**config.mk**
```make
export PLATFORM = sky130hd
export DESIGN_NAME = uart_bus_master
export DESIGN_NICKNAME = d
export VERILOG_FILES = /design/src/rtl/uart_bus_master_pkg.sv /design/src/rtl/uart_bus_master_shreg.sv /design/src/rtl/uart_bus_master.sv
export SDC_FILE = /design/constraint.sdc
export NUM_CORES = 1
export LEC_CHECK = 0
export ABC_CLOCK_PERIOD_IN_PS = 5600
export BUFFER_PORTS_ARGS = -buffer_cell sky130_fd_sc_hd__buf_4
export CORE_MARGIN = 8
export CORE_UTILIZATION = 55
export DETAILED_ROUTE_END_ITERATION = 8
export PLACE_DENSITY = 0.86
export SYNTH_ARGS = -nofsm -noshare
export SYNTH_HDL_FRONTEND = slang
export SYNTH_SLANG_ARGS = --single-unit
```
**constraint.sdc**
```tcl
create_clock -name clk -period 5.6 [get_ports clk]
set_input_delay 0.56 -clock clk [delete_from_list [all_inputs] [get_ports clk]]
set_output_delay 0.56 -clock clk [all_outputs]
set_load 0.02 [all_outputs]
```
**src/rtl/uart_bus_master_pkg.sv**
```systemverilog
// Shared constants and state encoding for the UART-driven bus initiator.
package uart_bus_master_pkg;

   localparam logic [7:0] OP_WRITE = 8'h57;
   localparam logic [7:0] OP_READ  = 8'h52;
   localparam logic [7:0] RSP_ACK  = 8'h06;
   localparam logic [7:0] RSP_NAK  = 8'h15;

   typedef enum logic [2:0] {
      ST_IDLE,
      ST_ADDR,
      ST_DATA,
      ST_REQ,
      ST_ACC,
      ST_WAIT,
      ST_RESP
   } state_e;

endpackage

```
**src/rtl/uart_bus_master_shreg.sv**
```systemverilog
// 32-bit byte-wise shift register: shifts a byte in at the LSB end (MSB-first streams)
// or takes a parallel load; the top byte is the next byte out.
module uart_bus_master_shreg
   import uart_bus_master_pkg::*;
(
   input  logic        clk_i,
   input  logic        rst_i,
   input  logic        load_i,
   input  logic [31:0] load_val_i,
   input  logic        shift_i,
   input  logic [7:0]  byte_i,
   output logic [31:0] q_o
);

   logic [31:0] q_q;
   logic [31:0] q_d;

   always_comb begin
      q_d = q_q;
      if (load_i) begin
         q_d = load_val_i;
      end else if (shift_i) begin
         q_d = {q_q[23:0], byte_i};
      end
   end

   always_ff @(posedge clk_i or posedge rst_i) begin
      if (rst_i) begin
         q_q <= '0;
      end else begin
         q_q <= q_d;
      end
   end

   assign q_o = q_q;

endmodule

```
**src/rtl/uart_bus_master.sv**
```systemverilog
// Decodes UART read/write frames and issues the accesses on the memory bus.
// Optional inter-byte frame timeout: define UART_BUS_MASTER_TIMEOUT_EN.
//
// state    | meaning
// ST_IDLE  | waiting for opcode byte
// ST_ADDR  | collecting 4 address bytes
// ST_DATA  | collecting 4 write-data bytes
// ST_REQ   | bus_req high, waiting for bus_gnt
// ST_ACC   | one-cycle mem_wmask / mem_rstrb strobe
// ST_WAIT  | waiting for the access to finish
// ST_RESP  | sending ACK, NAK or 4 read-data bytes
module uart_bus_master
   import uart_bus_master_pkg::*;
#(
   parameter int unsigned TIMEOUT_CYCLES = 1200000
)
(
   input  logic        clk,
   input  logic        rst,
   input  logic [7:0]  rx_data,
   input  logic        rx_valid,
   output logic [7:0]  tx_data,
   output logic        tx_valid,
   input  logic        tx_ready,
   output logic        bus_req,
   input  logic        bus_gnt,
   output logic [31:0] mem_addr,
   output logic [31:0] mem_wdata,
   output logic [3:0]  mem_wmask,
   output logic        mem_rstrb,
   input  logic [31:0] mem_rdata,
   input  logic        mem_rbusy,
   input  logic        mem_wbusy
);

   state_e      state_q;
   logic        is_rd_q;
   logic        rd_resp_q;
   logic [1:0]  cnt_q;
   logic [7:0]  code_q;
   logic        tx_valid_q;
   logic        bus_req_q;
   logic        rstrb_q;
   logic [3:0]  wmask_q;
   logic [31:0] addr_q;
   logic [31:0] wdata_q;

   logic [31:0] addr_sh;
   logic [31:0] data_sh;
   logic        tx_fire;
   logic        addr_shift;
   logic        data_shift;
   logic        data_load;
   logic        to_expire;

   assign tx_fire    = tx_valid_q & tx_ready;
   assign addr_shift = rx_valid & (state_q == ST_ADDR);
   assign data_shift = (rx_valid & (state_q == ST_DATA)) | (tx_fire & rd_resp_q);
   assign data_load  = (state_q == ST_WAIT) & is_rd_q & ~mem_rbusy;

   uart_bus_master_shreg u_addr_sh (
      .clk_i      (clk),
      .rst_i      (rst),
      .load_i     (1'b0),
      .load_val_i (32'h0),
      .shift_i    (addr_shift),
      .byte_i     (rx_data),
      .q_o        (addr_sh)
   );

   // Holds write data while collecting, then the read word being shifted out.
   uart_bus_master_shreg u_data_sh (
      .clk_i      (clk),
      .rst_i      (rst),
      .load_i     (data_load),
      .load_val_i (mem_rdata),
      .shift_i    (data_shift),
      .byte_i     ((state_q == ST_DATA) ? rx_data : 8'h00),
      .q_o        (data_sh)
   );

`ifdef UART_BUS_MASTER_TIMEOUT_EN
   localparam int unsigned TO_W = $clog2(TIMEOUT_CYCLES + 1);
   localparam logic [TO_W-1:0] TO_RELOAD = TO_W'(TIMEOUT_CYCLES - 1);

   logic [TO_W-1:0] to_cnt_q;

   always_ff @(posedge clk or posedge rst) begin
      if (rst) begin
         to_cnt_q <= TO_RELOAD;
      end else if (!(state_q inside {ST_ADDR, ST_DATA}) || rx_valid) begin
         to_cnt_q <= TO_RELOAD;
      end else if (to_cnt_q != '0) begin
         to_cnt_q <= to_cnt_q - 1'b1;
      end
   end

   assign to_expire = (to_cnt_q == '0) & ~rx_valid & (state_q inside {ST_ADDR, ST_DATA});
`else
   logic unused_timeout;
   assign unused_timeout = (TIMEOUT_CYCLES != 0);
   assign to_expire      = 1'b0;
`endif

   always_ff @(posedge clk or posedge rst) begin
      if (rst) begin
         state_q    <= ST_IDLE;
         is_rd_q    <= 1'b0;
         rd_resp_q  <= 1'b0;
         cnt_q      <= 2'd0;
         code_q     <= 8'h00;
         tx_valid_q <= 1'b0;
         bus_req_q  <= 1'b0;
         rstrb_q    <= 1'b0;
         wmask_q    <= 4'h0;
         addr_q     <= 32'h0;
         wdata_q    <= 32'h0;
      end else begin
         rstrb_q <= 1'b0;
         wmask_q <= 4'h0;
         case (state_q)
            ST_IDLE: begin
               if (rx_valid) begin
                  cnt_q <= 2'd0;
                  if (rx_data == OP_WRITE || rx_data == OP_READ) begin
                     is_rd_q <= (rx_data == OP_READ);
                     state_q <= ST_ADDR;
                  end else begin
                     is_rd_q    <= 1'b0;
                     code_q     <= RSP_NAK;
                     tx_valid_q <= 1'b1;
                     state_q    <= ST_RESP;
                  end
               end
            end
            ST_ADDR: begin
               if (to_expire) begin
                  state_q <= ST_IDLE;
               end else if (rx_valid) begin
                  cnt_q <= cnt_q + 2'd1;
                  if (cnt_q == 2'd3) begin
                     if (is_rd_q) begin
                        addr_q    <= {addr_sh[23:0], rx_data};
                        bus_req_q <= 1'b1;
                        state_q   <= ST_REQ;
                     end else begin
                        state_q <= ST_DATA;
                     end
                  end
               end
            end
            ST_DATA: begin
               if (to_expire) begin
                  state_q <= ST_IDLE;
               end else if (rx_valid) begin
                  cnt_q <= cnt_q + 2'd1;
                  if (cnt_q == 2'd3) begin
                     addr_q    <= addr_sh;
                     wdata_q   <= {data_sh[23:0], rx_data};
                     bus_req_q <= 1'b1;
                     state_q   <= ST_REQ;
                  end
               end
            end
            ST_REQ: begin
               if (bus_gnt) begin
                  if (is_rd_q) begin
                     rstrb_q <= 1'b1;
                  end else begin
                     wmask_q <= 4'hF;
                  end
                  state_q <= ST_ACC;
               end
            end
            ST_ACC: begin
               state_q <= ST_WAIT;
            end
            ST_WAIT: begin
               // Grant is no longer looked at: the access has already been issued.
               if (is_rd_q ? ~mem_rbusy : ~mem_wbusy) begin
                  bus_req_q  <= 1'b0;
                  tx_valid_q <= 1'b1;
                  cnt_q      <= 2'd0;
                  state_q    <= ST_RESP;
                  if (is_rd_q) begin
                     rd_resp_q <= 1'b1;
                  end else begin
                     code_q <= RSP_ACK;
                  end
               end
            end
            ST_RESP: begin
               if (tx_fire) begin
                  cnt_q <= cnt_q + 2'd1;
                  if (!rd_resp_q || cnt_q == 2'd3) begin
                     tx_valid_q <= 1'b0;
                     rd_resp_q  <= 1'b0;
                     state_q    <= ST_IDLE;
                  end
               end
            end
            default: begin
               state_q <= ST_IDLE;
            end
         endcase
      end
   end

   assign tx_data   = rd_resp_q ? data_sh[31:24] : code_q;
   assign tx_valid  = tx_valid_q;
   assign bus_req   = bus_req_q;
   assign mem_addr  = addr_q;
   assign mem_wdata = wdata_q;
   assign mem_wmask = wmask_q;
   assign mem_rstrb = rstrb_q;

endmodule

```
==> summary.md, run 1 <==
| Metric | Value |
|---|---|
| Clk sink count | `about 140` |
| CP Cell Sequence | `nor3b_4, buf_4, a2bb2oi_4, or2_1, o21ai_1, a21oi_1` |
| Min Tclk post-route | `between 2000 and 3000 ps` |
| Hold Vio Cnt, Final | `0` |
| Fmax | `approximately 360 MHz` |
| Largest net degree at the start of global routing | `74` |
| First-pass GRT wire length | `around 25 mm` |
| Place WS | `2860 ps` |
| Post-synth top area share | `56.0%` |
| Reg2reg setup slack | `2780 ps` |
| Worst skew pair latency | `between 400 and 500 ps` |
| Final net count | `701` |
| Pwr Total | `roughly 4.3 mW` |
| Synth Warn # | `0` |
| Met3 usage | `5.07%` |
| Max Cap Viol | `0` |
| GP Congestion | `around 0.84` |
| Slowest-stage cell, CP | `a2bb2oi_4` |
| Number of CTS-inserted buffers | `17` |
| Post-synth ARST share | `100%` |
| Syn Area/Cell | `around 12 um2` |
| Setup TNS | `0 ps` |
| Num rows | `39` |
| Vias in the first global route | `roughly 5000` |
| Startpoint class of the critical path | `flip-flop` |
| Initial antenna violation count | `0` |
| Status | `finished, final reports clean` |
| Worst vdd rail ir drop | `~0.29 mV` |
| PnR worst setup slack | `around 2800 ps` |
| Vias per Instance | `roughly 5.7` |
| CTS tree | `done` |
| Die Span X | `between 100 and 150 um` |
| Number of synthesized flops with an enable pin | `0` |
| DP Area | `0.00727 mm2` |
| PD cells | `between 500 and 600 mW/mm2` |
| Core Box Area | `between 0.01 and 0.015 mm2` |
| Top-level port count | `~130` |
| Top Usage Layer GRT | `met2` |
| Die H | `between 100 and 150 um` |
| RSZ-0062 raised after global routing | `false` |
| Antenna cells | `0` |
| Initial Util | `between 50% and 60%` |
| Ranking of synthesized cells by area | `dfrtp_1 56%, mux2i_1 9.0%, mux2_2 6.2%, mux2_1 5.5%, a21oi_1 3.4%` |
| Hold Crit Class | `input port to async pin` |
| Met1 usage | `26.0%` |
| Worst-path clk slew | `about 60 ps` |
| CTS max path bufs | `2` |
| Syn Inst Count | `roughly 540` |
| Worst Path Buf+Inv | `1` |
| Drt wl/cell | `~20 um` |
| Synth cell count leaders | `142 x dfrtp_1, 57 x mux2i_1, 51 x nor2_1, 46 x nand2_1, 43 x a21oi_1` |
| Crit path max fanout | `between 40 and 50` |
| Max H-tree Level | `4` |
| Synthesized area | `approximately 0.0063 mm2` |
| Detail Route Antenna Nets | `0` |
| Final period util | `50.3%` |
| Share of cells above drive strength 1 | `a little over 30%` |
| Post-CTS setup buffers | `0` |
| Ys flop type | `dfrtp_1` |
| Endpoint class of the critical path | `flip-flop` |
| Full die area | `0.0152 mm2` |
| Crit Path Class | `flip-flop to flip-flop` |
| Rel. slew slack | `~28%` |
| Number of vias in the routed layout | `approximately 4600` |
| CTS resizes | `0` |
| Finish-stage setup viols | `0` |
| Leakage | `between 3 and 4 nW` |
| Clock Skew | `about 12 ps` |
| Yosys top cell by area | `dfrtp_1` |
| GRT Residual Overflow | `0` |
| Most common cell in the synthesized netlist | `dfrtp_1` |
| Seq/Total Area, Yosys | `between 50% and 60%` |
| FF+latch count, synth | `roughly 140` |
| Detail Placement HPWL | `roughly 11 mm` |
| Post-synth net total | `about 600` |
| Area grow syn2layout | `24.6%` |
| Port Buf Inserts | `around 130` |
| Arrival time at the worst endpoint | `between 3000 and 4000 ps` |
| Tot GR Track Use | `a little over a fifth` |
| Final Cell Area | `between 0.007 and 0.008 mm2` |
| CP top delay family | `compound AO/OA/AOI/OAI gates` |
| Critical Path Max Stage Delay | `between 800 and 900 ps` |
| CP required | `just under 6000 ps` |
| Final slew viol count | `0` |
| DRT Pass-1 Iters | `6` |
| DRC Markers | `0` |
| Initial drt markers | `approximately 390` |
| Final wirelength | `15.9 mm` |
| Met2 Track Usage GR | `36.6%` |
| Slew @ Worst Pin | `roughly 1100 ps` |
| Hold Buf Count CTS | `0` |
| Count of cell types in the netlist | `47` |
| Root Buffer Master | `clkbuf_16` |
## power breakdown
group	internal [mW]	switching (mW)
registers	1.39	0.359
logic	0.644	0.723
clock network	0.777	0.424
total	2.82	1.51
## stage by stage
stage	hold WS (ps)	utilization, %	cells
finish	232	69.8	808
CTS	265	69.8	808
detailed placement	473	64.2	777
floorplan	435	-	542
global route	291	69.8	808
global placement	458	64.2	777
## path summary, 6_finish.rpt
path | cells after the start | startpoint | to
hold / removal | 2 | rst | mem_addr[28]
min in group clk | 3 | mem_rdata[10] | u_data_sh.q_o[10]
setup reg to reg | 6 | state_q[2] | u_data_sh.q_o[1]
setup / recovery | 6 | state_q[2] | u_data_sh.q_o[1]
max in group asynchronous | 3 | rst | mem_wdata[19]
hold reg to reg | 1 | code_q[2] | code_q[2]
## state kept, by name, summed over array words and instances (netlist names)
register,flops
bus_req,1
tx_valid,1
state_q,3
u_addr_sh.q_o,32
mem_wmask,1
cnt_q,2
is_rd_q,1
code_q,3
rd_resp_q,1
mem_wdata,32
u_data_sh.q_o,32
mem_addr,32
mem_rstrb,1
## worst register-to-register path: cells and delay by family, from the launching register on
kind	cells	cell delay, ps
compound gates	3	1170
flops	1	780
simple gates	2	420
buf+inv	1	360
## per-layer routing
metal | wire length, um | part of all wire (%)
met5 | 0 | 0
met4 | 379 | 2.4
met3 | 862 | 5.4
met2 | 8200 | 52
met1 | 6470 | 41
## layout make-up
| cell class | instances | area, um2 |
|---|---|---|
| flip-flops and latches | 142 | 3550 |
| fillers | 769 | 3420 |
| multi-input cells | 357 | 2540 |
| repair buffers | 131 | 983 |
| clock buffers | 21 | 470 |
| well taps | 143 | 179 |
| clock inverters | 10 | 161 |
| inverters | 4 | 20.0 |
## cell usage in the layout, fill, tap and decap left out, types with 3 or more instances in the layout
cell type | netlist | final
clkbuf_16 | 0 | 17
inv_1 | 4 | 3
mux2_2 | 35 | 35
nand3_1 | 3 | 3
o31ai_1 | 3 | 3
o21ai_1 | 29 | 29
bufinv_16 | 0 | 4
or3_1 | 3 | 3
mux2i_1 | 57 | 57
buf_4 | 13 | 131
dfrtp_1 | 142 | 142
clkinvlp_4 | 0 | 3
nor3_1 | 6 | 6
and2_1 | 4 | 4
mux2_1 | 31 | 31
o21ai_0 | 10 | 10
nor2b_1 | 3 | 3
nand2b_1 | 5 | 5
nand2_1 | 46 | 46
clkbuf_8 | 0 | 3
a21oi_1 | 43 | 43
nor2_1 | 51 | 51
## cells by family (layout without fill, tap and decap cells)
logic type	Yosys count	in the layout	share of synthesized area [%]
flops	142	142	56.0
compound gates	97	97	8.72
buf+inv	43	166	4.22
xor+xnor	1	1	0.138
fa+ha+maj	1	1	0.197
simple gates	135	135	10.0
mux	123	123	20.7
Note: power is estimated with default switching activity, not from simulation.
==> run 2: changes to the inputs <==
--- a/config.mk
+++ b/config.mk
@@ -5,12 +5,13 @@
 export SDC_FILE = /design/constraint.sdc
 export NUM_CORES = 1
 export LEC_CHECK = 0
-export ABC_CLOCK_PERIOD_IN_PS = 5600
+export ABC_AREA = 1
+export ABC_CLOCK_PERIOD_IN_PS = 2300
 export BUFFER_PORTS_ARGS = -buffer_cell sky130_fd_sc_hd__buf_4
 export CORE_MARGIN = 8
-export CORE_UTILIZATION = 55
+export CORE_UTILIZATION = 50
 export DETAILED_ROUTE_END_ITERATION = 8
-export PLACE_DENSITY = 0.86
+export PLACE_DENSITY = 0.82
 export SYNTH_ARGS = -nofsm -noshare
 export SYNTH_HDL_FRONTEND = slang
 export SYNTH_SLANG_ARGS = --single-unit
==> constraint.sdc (replaced) <==
create_clock -name clk -period 2.3 [get_ports clk]
set_input_delay 0.23 -clock clk [delete_from_list [all_inputs] [get_ports clk]]
set_output_delay 0.23 -clock clk [all_outputs]
set_load 0.02 [all_outputs]
==> run 2 against run 1 <==
Compared with the run above: first-iteration DRC count grew 30%; clock power grew 120%; synthesized area grew 2.8%; critical path depth grew 2; setup slack lost 2400 ps; combinational power grew to 2.5 times the previous value; final cell count grew 36%; design area grew 2.5%.
==> summary.md, run 2 <==
| Metric | Value |
|---|---|
| Yosys top cell by area | `dfrtp_1` |
| DRT Pass-1 Iters | `6` |
| Worst Path Buf+Inv | `3` |
| Die Span X | `roughly 130 um` |
| FF+latch count, synth | `roughly 140` |
| Status | `finished, final reports clean` |
| Startpoint class of the critical path | `flip-flop` |
| Most frequent cells in the layout | `357 x nand2_1, 142 x dfrtp_1, 133 x buf_4, 73 x inv_1, 51 x o21ai_0` |
| Final net count | `about 960` |
| DRC Markers | `0` |
| Crit path max fanout | `32` |
| PD cells | `1220 mW/mm2` |
| First-pass GRT wire length | `around 27 mm` |
| PnR worst setup slack | `around 370 ps` |
| Detail Route Antenna Nets | `0` |
| Core Box Area | `~0.013 mm2` |
| Tot GR Track Use | `between 20% and 30%` |
| Count of cell types in the netlist | `29` |
| Ys flop type | `dfrtp_1` |
| Share of cells above drive strength 1 | `between 10% and 20%` |
| Clk sink count | `142` |
| Number of CTS-inserted buffers | `17` |
| CP startpoint | `state_q[2]` |
| Leakage | `~4.3 nW` |
| Slowest-stage cell, CP | `dfrtp_1` |
| Reg2reg setup slack | `370 ps` |
| Reg2reg start | `state_q[2]` |
| Initial antenna violation count | `0` |
| Seq/Total Area, Yosys | `a little over half` |
| CP top delay family | `buffers and inverters` |
| Syn Area/Cell | `between 8 and 9 um2` |
| Largest net degree at the start of global routing | `65` |
| Final wirelength | `between 15 and 20 mm` |
| Cell depth of the worst setup path | `8` |
| Syn Inst Count | `802` |
| Max H-tree Level | `4` |
| Met1 usage | `26.9%` |
| Num rows | `between 40 and 50` |
| Die H | `between 100 and 150 um` |
| GP Congestion | `~0.98` |
| Synth cell count leaders | `357 x nand2_1, 142 x dfrtp_1, 74 x inv_1, 51 x o21ai_0, 50 x o21ai_1` |
| RSZ-0062 raised after global routing | `false` |
| Final period util | `83.9%` |
| Vias in the first global route | `around 5400` |
| Initial Util | `between 50% and 60%` |
| Hold Vio Cnt, Final | `0` |
| Area grow syn2layout | `24.2%` |
| R2R Path End | `u_data_sh.q_o[28]` |
| Worst skew pair latency | `420 ps` |
| Drt wl/cell | `about 15 um` |
| Top-level port count | `126` |
| Ranking of synthesized cells by area | `dfrtp_1 54%, nand2_1 21%, inv_1 4.3%, o21ai_0 3.9%, o21ai_1 3.8%` |
| Root Buffer Master | `clkbuf_16` |
| Crit path to | `u_data_sh.q_o[28]` |
| Post-CTS setup buffers | `0` |
| Clock Skew | `between 8 and 9 ps` |
| Fmax | `just over 500 MHz` |
| Rel. slew slack | `49.5%` |
| Full die area | `roughly 0.017 mm2` |
| Final slew viol count | `0` |
| Hold Crit Class | `input port to flip-flop` |
| GRT Residual Overflow | `0` |
| Max Cap Viol | `0` |
| DP Cell Count | `around 1100` |
| Worst-path clk slew | `about 60 ps` |
| CP required | `2650 ps` |
| Top Usage Layer GRT | `met2` |
| Detail Placement HPWL | `11.6 mm` |
| Slew @ Worst Pin | `756 ps` |
| Initial drt markers | `509` |
| Place WS | `383 ps` |
| Post-synth net total | `850` |
| CTS max path bufs | `2` |
| Met2 Track Usage GR | `between 30 and 40%` |
| Synthesized area | `approximately 0.0065 mm2` |
| Number of synthesized flops with an enable pin | `0` |
| Setup TNS | `0 ps` |
| WHS | `slightly above 70 ps` |
| CTS tree | `done` |
| Final std cells w/o fill | `1099` |
| Synth Warn # | `0` |
| Post-synth top area share | `a little over half` |
| Met3 usage | `around 5.7%` |
| Number of vias in the routed layout | `approximately 5600` |
| Vias per Instance | `approximately 5` |
| Worst vdd rail ir drop | `between 0.7 and 0.8 mV` |
| Crit Path Class | `flip-flop to flip-flop` |
| Post-synth ARST share | `100%` |
| Endpoint class of the critical path | `flip-flop` |
| Pwr Total | `about 10 mW` |
| Critical Path Max Stage Delay | `about 500 ps` |
| Most common cell after layout, fill and taps aside | `nand2_1` |
| Most common cell in the synthesized netlist | `nand2_1` |
| Min Tclk post-route | `slightly below 2000 ps` |
| Finish-stage setup viols | `0` |
| Arrival time at the worst endpoint | `around 2300 ps` |
| CP Cell Sequence | `inv_2, nor2_4, nand3_2, clkinv_2, nor2_4, inv_2, nand2_1, nand2_1` |
| Port Buf Inserts | `125` |
| FF-to-FF path depth | `8` |
| Antenna cells | `0` |
-- run 2: cell count changes in the layout (fill, tap and decap cells not counted), moves of 13 or more --
| cell | delta |
|---|---|
| inv_1 | +70 |
| mux2_1 | -31 |
| mux2_2 | -35 |
| nand2_1 | +311 |
| o21ai_0 | +41 |
| o21ai_1 | +21 |
| mux2i_1 | -57 |
| nand3_1 | +13 |
| nor2_1 | -41 |
| a21oi_1 | -38 |
| o211ai_1 | +31 |
-- run 2: cell type report --
| type | instances | area [um2] |
|---|---|---|
| clock buffers | 20 | 457 |
| clock inverters | 11 | 118 |
| fillers | 1114 | 4570 |
| inverters | 80 | 308 |
| multi-input cells | 537 | 2380 |
| flip-flops and latches | 142 | 3550 |
| well taps | 172 | 215 |
| repair buffers | 137 | 1070 |
-- run 2: worst min-delay path by stage --
stage,startpoint,endpoint,cells past startpoint
after floorplan,bus_gnt,mem_rstrb,2
after global placement,rst,u_addr_sh.q_o[8],2
after detailed placement,rst,mem_addr[1],2
after CTS,bus_gnt,mem_rstrb,3
after global routing,bus_gnt,mem_rstrb,3
final,bus_gnt,mem_rstrb,3
-- run 2: cells by family (layout without fill, tap and decap cells) --
kind of cell / count (synthesis) / in the layout / synth area share, %
flops: 142 / 142 / 54.5
xor+xnor: 1 / 1 / 0.134
compound gates: 141 / 141 / 12.4
buf+inv: 123 / 248 / 9.00
simple gates: 394 / 394 / 23.8
fa+ha+maj: 1 / 1 / 0.192
-- run 2: through the flow --
stage | instance area [um2] | util [%]
global placement | 7520 | 59.3
floorplan | 6530 | -
detailed placement | 7520 | 59.3
global route | 8100 | 63.9
finish | 8100 | 63.9
CTS | 8100 | 63.9
-- run 2: tightest hold or removal path: cells and delay by family --
kind          cells  cell delay (ps)
buf+inv           2              170
simple gates      1               50
-- run 2: routing by layer --
metal / part of all wire (%) / up-vias
met5: 0 / -
li1: - / 2751
met2: 47 / 195
met4: 1.9 / 0
met3: 6.7 / 22
met1: 44 / 2583
-- run 2: timing repair --
action                                  CTS  global route
endpoints found under the setup margin    0             0
gates resized for setup                   0             0
hold buffers                              1             0
hold endpoints to repair                 28             0
-- run 2: where the power goes --
| part | internal [mW] | switching (mW) | total [mW] |
|---|---|---|---|
| logic | 1.22 | 2.24 | 3.45 |
| clock network | 1.64 | 1.04 | 2.68 |
| registers | 3.24 | 0.521 | 3.76 |
==> run 3: changes to the inputs <==
--- a/config.mk
+++ b/config.mk
@@ -5,13 +5,13 @@
 export SDC_FILE = /design/constraint.sdc
 export NUM_CORES = 1
 export LEC_CHECK = 0
-export ABC_AREA = 1
-export ABC_CLOCK_PERIOD_IN_PS = 2300
+export ABC_AREA = 0
+export ABC_CLOCK_PERIOD_IN_PS = 1990
 export BUFFER_PORTS_ARGS = -buffer_cell sky130_fd_sc_hd__buf_4
 export CORE_MARGIN = 8
-export CORE_UTILIZATION = 50
+export CORE_UTILIZATION = 55
 export DETAILED_ROUTE_END_ITERATION = 8
-export PLACE_DENSITY = 0.82
+export PLACE_DENSITY = 0.86
 export SYNTH_ARGS = -nofsm -noshare
 export SYNTH_HDL_FRONTEND = slang
 export SYNTH_SLANG_ARGS = --single-unit
==> constraint.sdc (replaced) <==
create_clock -name clk -period 1.99 [get_ports clk]
set_input_delay 0.199 -clock clk [delete_from_list [all_inputs] [get_ports clk]]
set_output_delay 0.199 -clock clk [all_outputs]
set_load 0.02 [all_outputs]
==> run 3 against run 2 <==
Compared with the run above: the run now ends with negative hold slack left; combinational power is 18% higher; first-iteration DRC count shrank 23%; final cell count decreased by 24%; die area is 10% lower; sequential cell count unchanged; non-clock buffer count rose by 20; clock power is 27% higher; largest power group unchanged.
==> summary.md, run 3 (synthesized netlist as in run 1, its figures left out) <==
| Metric | Value |
|---|---|
| RSZ-0062 raised after global routing | `false` |
| Place WS | `189 ps` |
| Slew @ Worst Pin | `between 700 and 800 ps` |
| FF-to-FF path depth | `6` |
| Failing checks | `negative hold slack` |
| Max Cap Viol | `0` |
| Clk sink count | `142` |
| Antenna cells | `0` |
| Critical Path Max Stage Delay | `430 ps` |
| CTS tree | `done` |
| Detail Placement HPWL | `between 10 and 15 mm` |
| Vias per Instance | `around 5.6` |
| Wl on met1 | `around 6.5 mm` |
| Area grow syn2layout | `29.6%` |
| Die Span X | `123 um` |
| Core Box Area | `around 0.011 mm2` |
| Leakage | `between 4 and 5 nW` |
| Tot GR Track Use | `21.9%` |
| DRC Markers | `0` |
| Endpoint class of the critical path | `flip-flop` |
| Worst-path clk slew | `around 60 ps` |
| CP required | `~2300 ps` |
| GP Congestion | `between 0.8 and 0.9` |
| Num rows | `39` |
| Worst vdd rail ir drop | `0.837 mV` |
| Final period util | `between 90% and 100%` |
| Full die area | `about 0.015 mm2` |
| Rel. slew slack | `approximately half` |
| Setup TNS | `0 ps` |
| Most frequent cells in the layout | `142 x dfrtp_1, 136 x buf_4, 57 x mux2i_1, 51 x nor2_1, 46 x nand2_1` |
| Drt wl/cell | `between 15 and 20 um` |
| Crit Path Class | `flip-flop to flip-flop` |
| Met2 wire len | `8.51 mm` |
| Crit path max fanout | `16` |
| Initial Util | `between 50 and 60%` |
| Top-level port count | `approximately 130` |
| First-pass GRT wire length | `around 26 mm` |
| Number of CTS-inserted buffers | `17` |
| Share of cells above drive strength 1 | `roughly a third` |
| Hold Vio Cnt, Final | `22` |
| Arrival time at the worst endpoint | `between 2000 and 2500 ps` |
| DR top layer | `met4` |
| WHS | `-49.8 ps` |
| Root Buffer Master | `clkbuf_16` |
| Hold Crit Class | `input port to async pin` |
| Post-CTS setup buffers | `0` |
| Vias in the first global route | `~5000` |
| Port Buf Inserts | `between 100 and 150` |
| Finish-stage setup viols | `0` |
| Number of vias in the routed layout | `4702` |
| WL met3 | `898 um` |
| DRT Pass-1 Iters | `5` |
| Initial drt markers | `around 400` |
| Final slew viol count | `0` |
| Initial antenna violation count | `0` |
| Most common cell after layout, fill and taps aside | `dfrtp_1` |
| Startpoint class of the critical path | `flip-flop` |
| Die H | `123 um` |
| Largest net degree at the start of global routing | `between 100 and 150` |
| Min Tclk post-route | `approximately 1900 ps` |
| PD cells | `between 1000 and 1500 mW/mm2` |
| PnR worst setup slack | `about 94 ps` |
| Final net count | `between 700 and 800` |
| GRT Residual Overflow | `0` |
| CP Cell Sequence | `buf_4, nor3_1, a31oi_1, o221ai_2, a22o_1, a311oi_1` |
| Status | `complete, but fails checks` |
| Max H-tree Level | `4` |
| Slowest-stage cell, CP | `dfrtp_1` |
| Worst skew pair latency | `between 400 and 500 ps` |
| Fmax | `around 530 MHz` |
| CTS max path bufs | `2` |
| Detail Route Antenna Nets | `0` |
| Clock Skew | `9.77 ps` |
| Final wirelength | `16.2 mm` |
-- run 3: metrics by stage --
stage	total power, mW	cells	util, %	instance area [um2]
floorplan	7.33	542	-	6350
global placement	8.58	787	65.4	7410
detailed placement	8.84	787	65.4	7410
CTS	12.3	833	72.3	8190
global route	12.9	835	72.6	8220
finish	12.3	835	72.6	8220
-- run 3: layer usage --
| metal | vias up | GRT usage, % |
|---|---|---|
| met5 | - | 0 |
| met1 | 2374 | 26.9 |
| met4 | 0 | 7.90 |
| met3 | 24 | 5.30 |
| met2 | 139 | 36.8 |
| li1 | 2165 | - |
-- run 3: critical path, delay by kind of cell (launching register included) --
kind | cells | cell delay [ps]
buffers and inverters | 1 | 250
AO/OA/AOI/OAI | 4 | 990
flip-flops | 1 | 430
AND/OR/NAND/NOR | 1 | 90
-- run 3: where the power goes --
group / leakage (nW) / switching [mW] / internal (mW)
Combinational: 1.90 / 2.15 / 1.92
Clock: 0.297 / 1.28 / 2.12
Sequential: 1.86 / 0.907 / 3.92
Total: 4.06 / 4.34 / 7.96
-- run 3: area by class of cell --
| cell class | count | area, um2 |
|---|---|---|
| multi-input combinational | 357 | 2540 |
| tap | 143 | 179 |
| sequential | 142 | 3550 |
| clock buffer | 17 | 425 |
| inverter | 4 | 18.8 |
| clock inverter | 15 | 211 |
| timing repair buffer | 157 | 1300 |
| fill | 737 | 3100 |
-- run 3: repair_timing --
action	CTS	global route
setup endpoints to repair	0	1
hold buffers	14	1
hold endpoints to repair	14	1
resized for setup	0	1
-- run 3: final timing paths --
check	slack, ps	to	from
min in group clk	0	u_data_sh.q_o[28]	mem_rdata[28]
hold reg to reg	480	code_q[2]	code_q[2]
max in group asynchronous	1430	bus_req	rst
setup reg to reg	90	state_q[1]	state_q[1]
hold / removal	-50	mem_wdata[8]	rst
setup / recovery	90	state_q[1]	state_q[1]
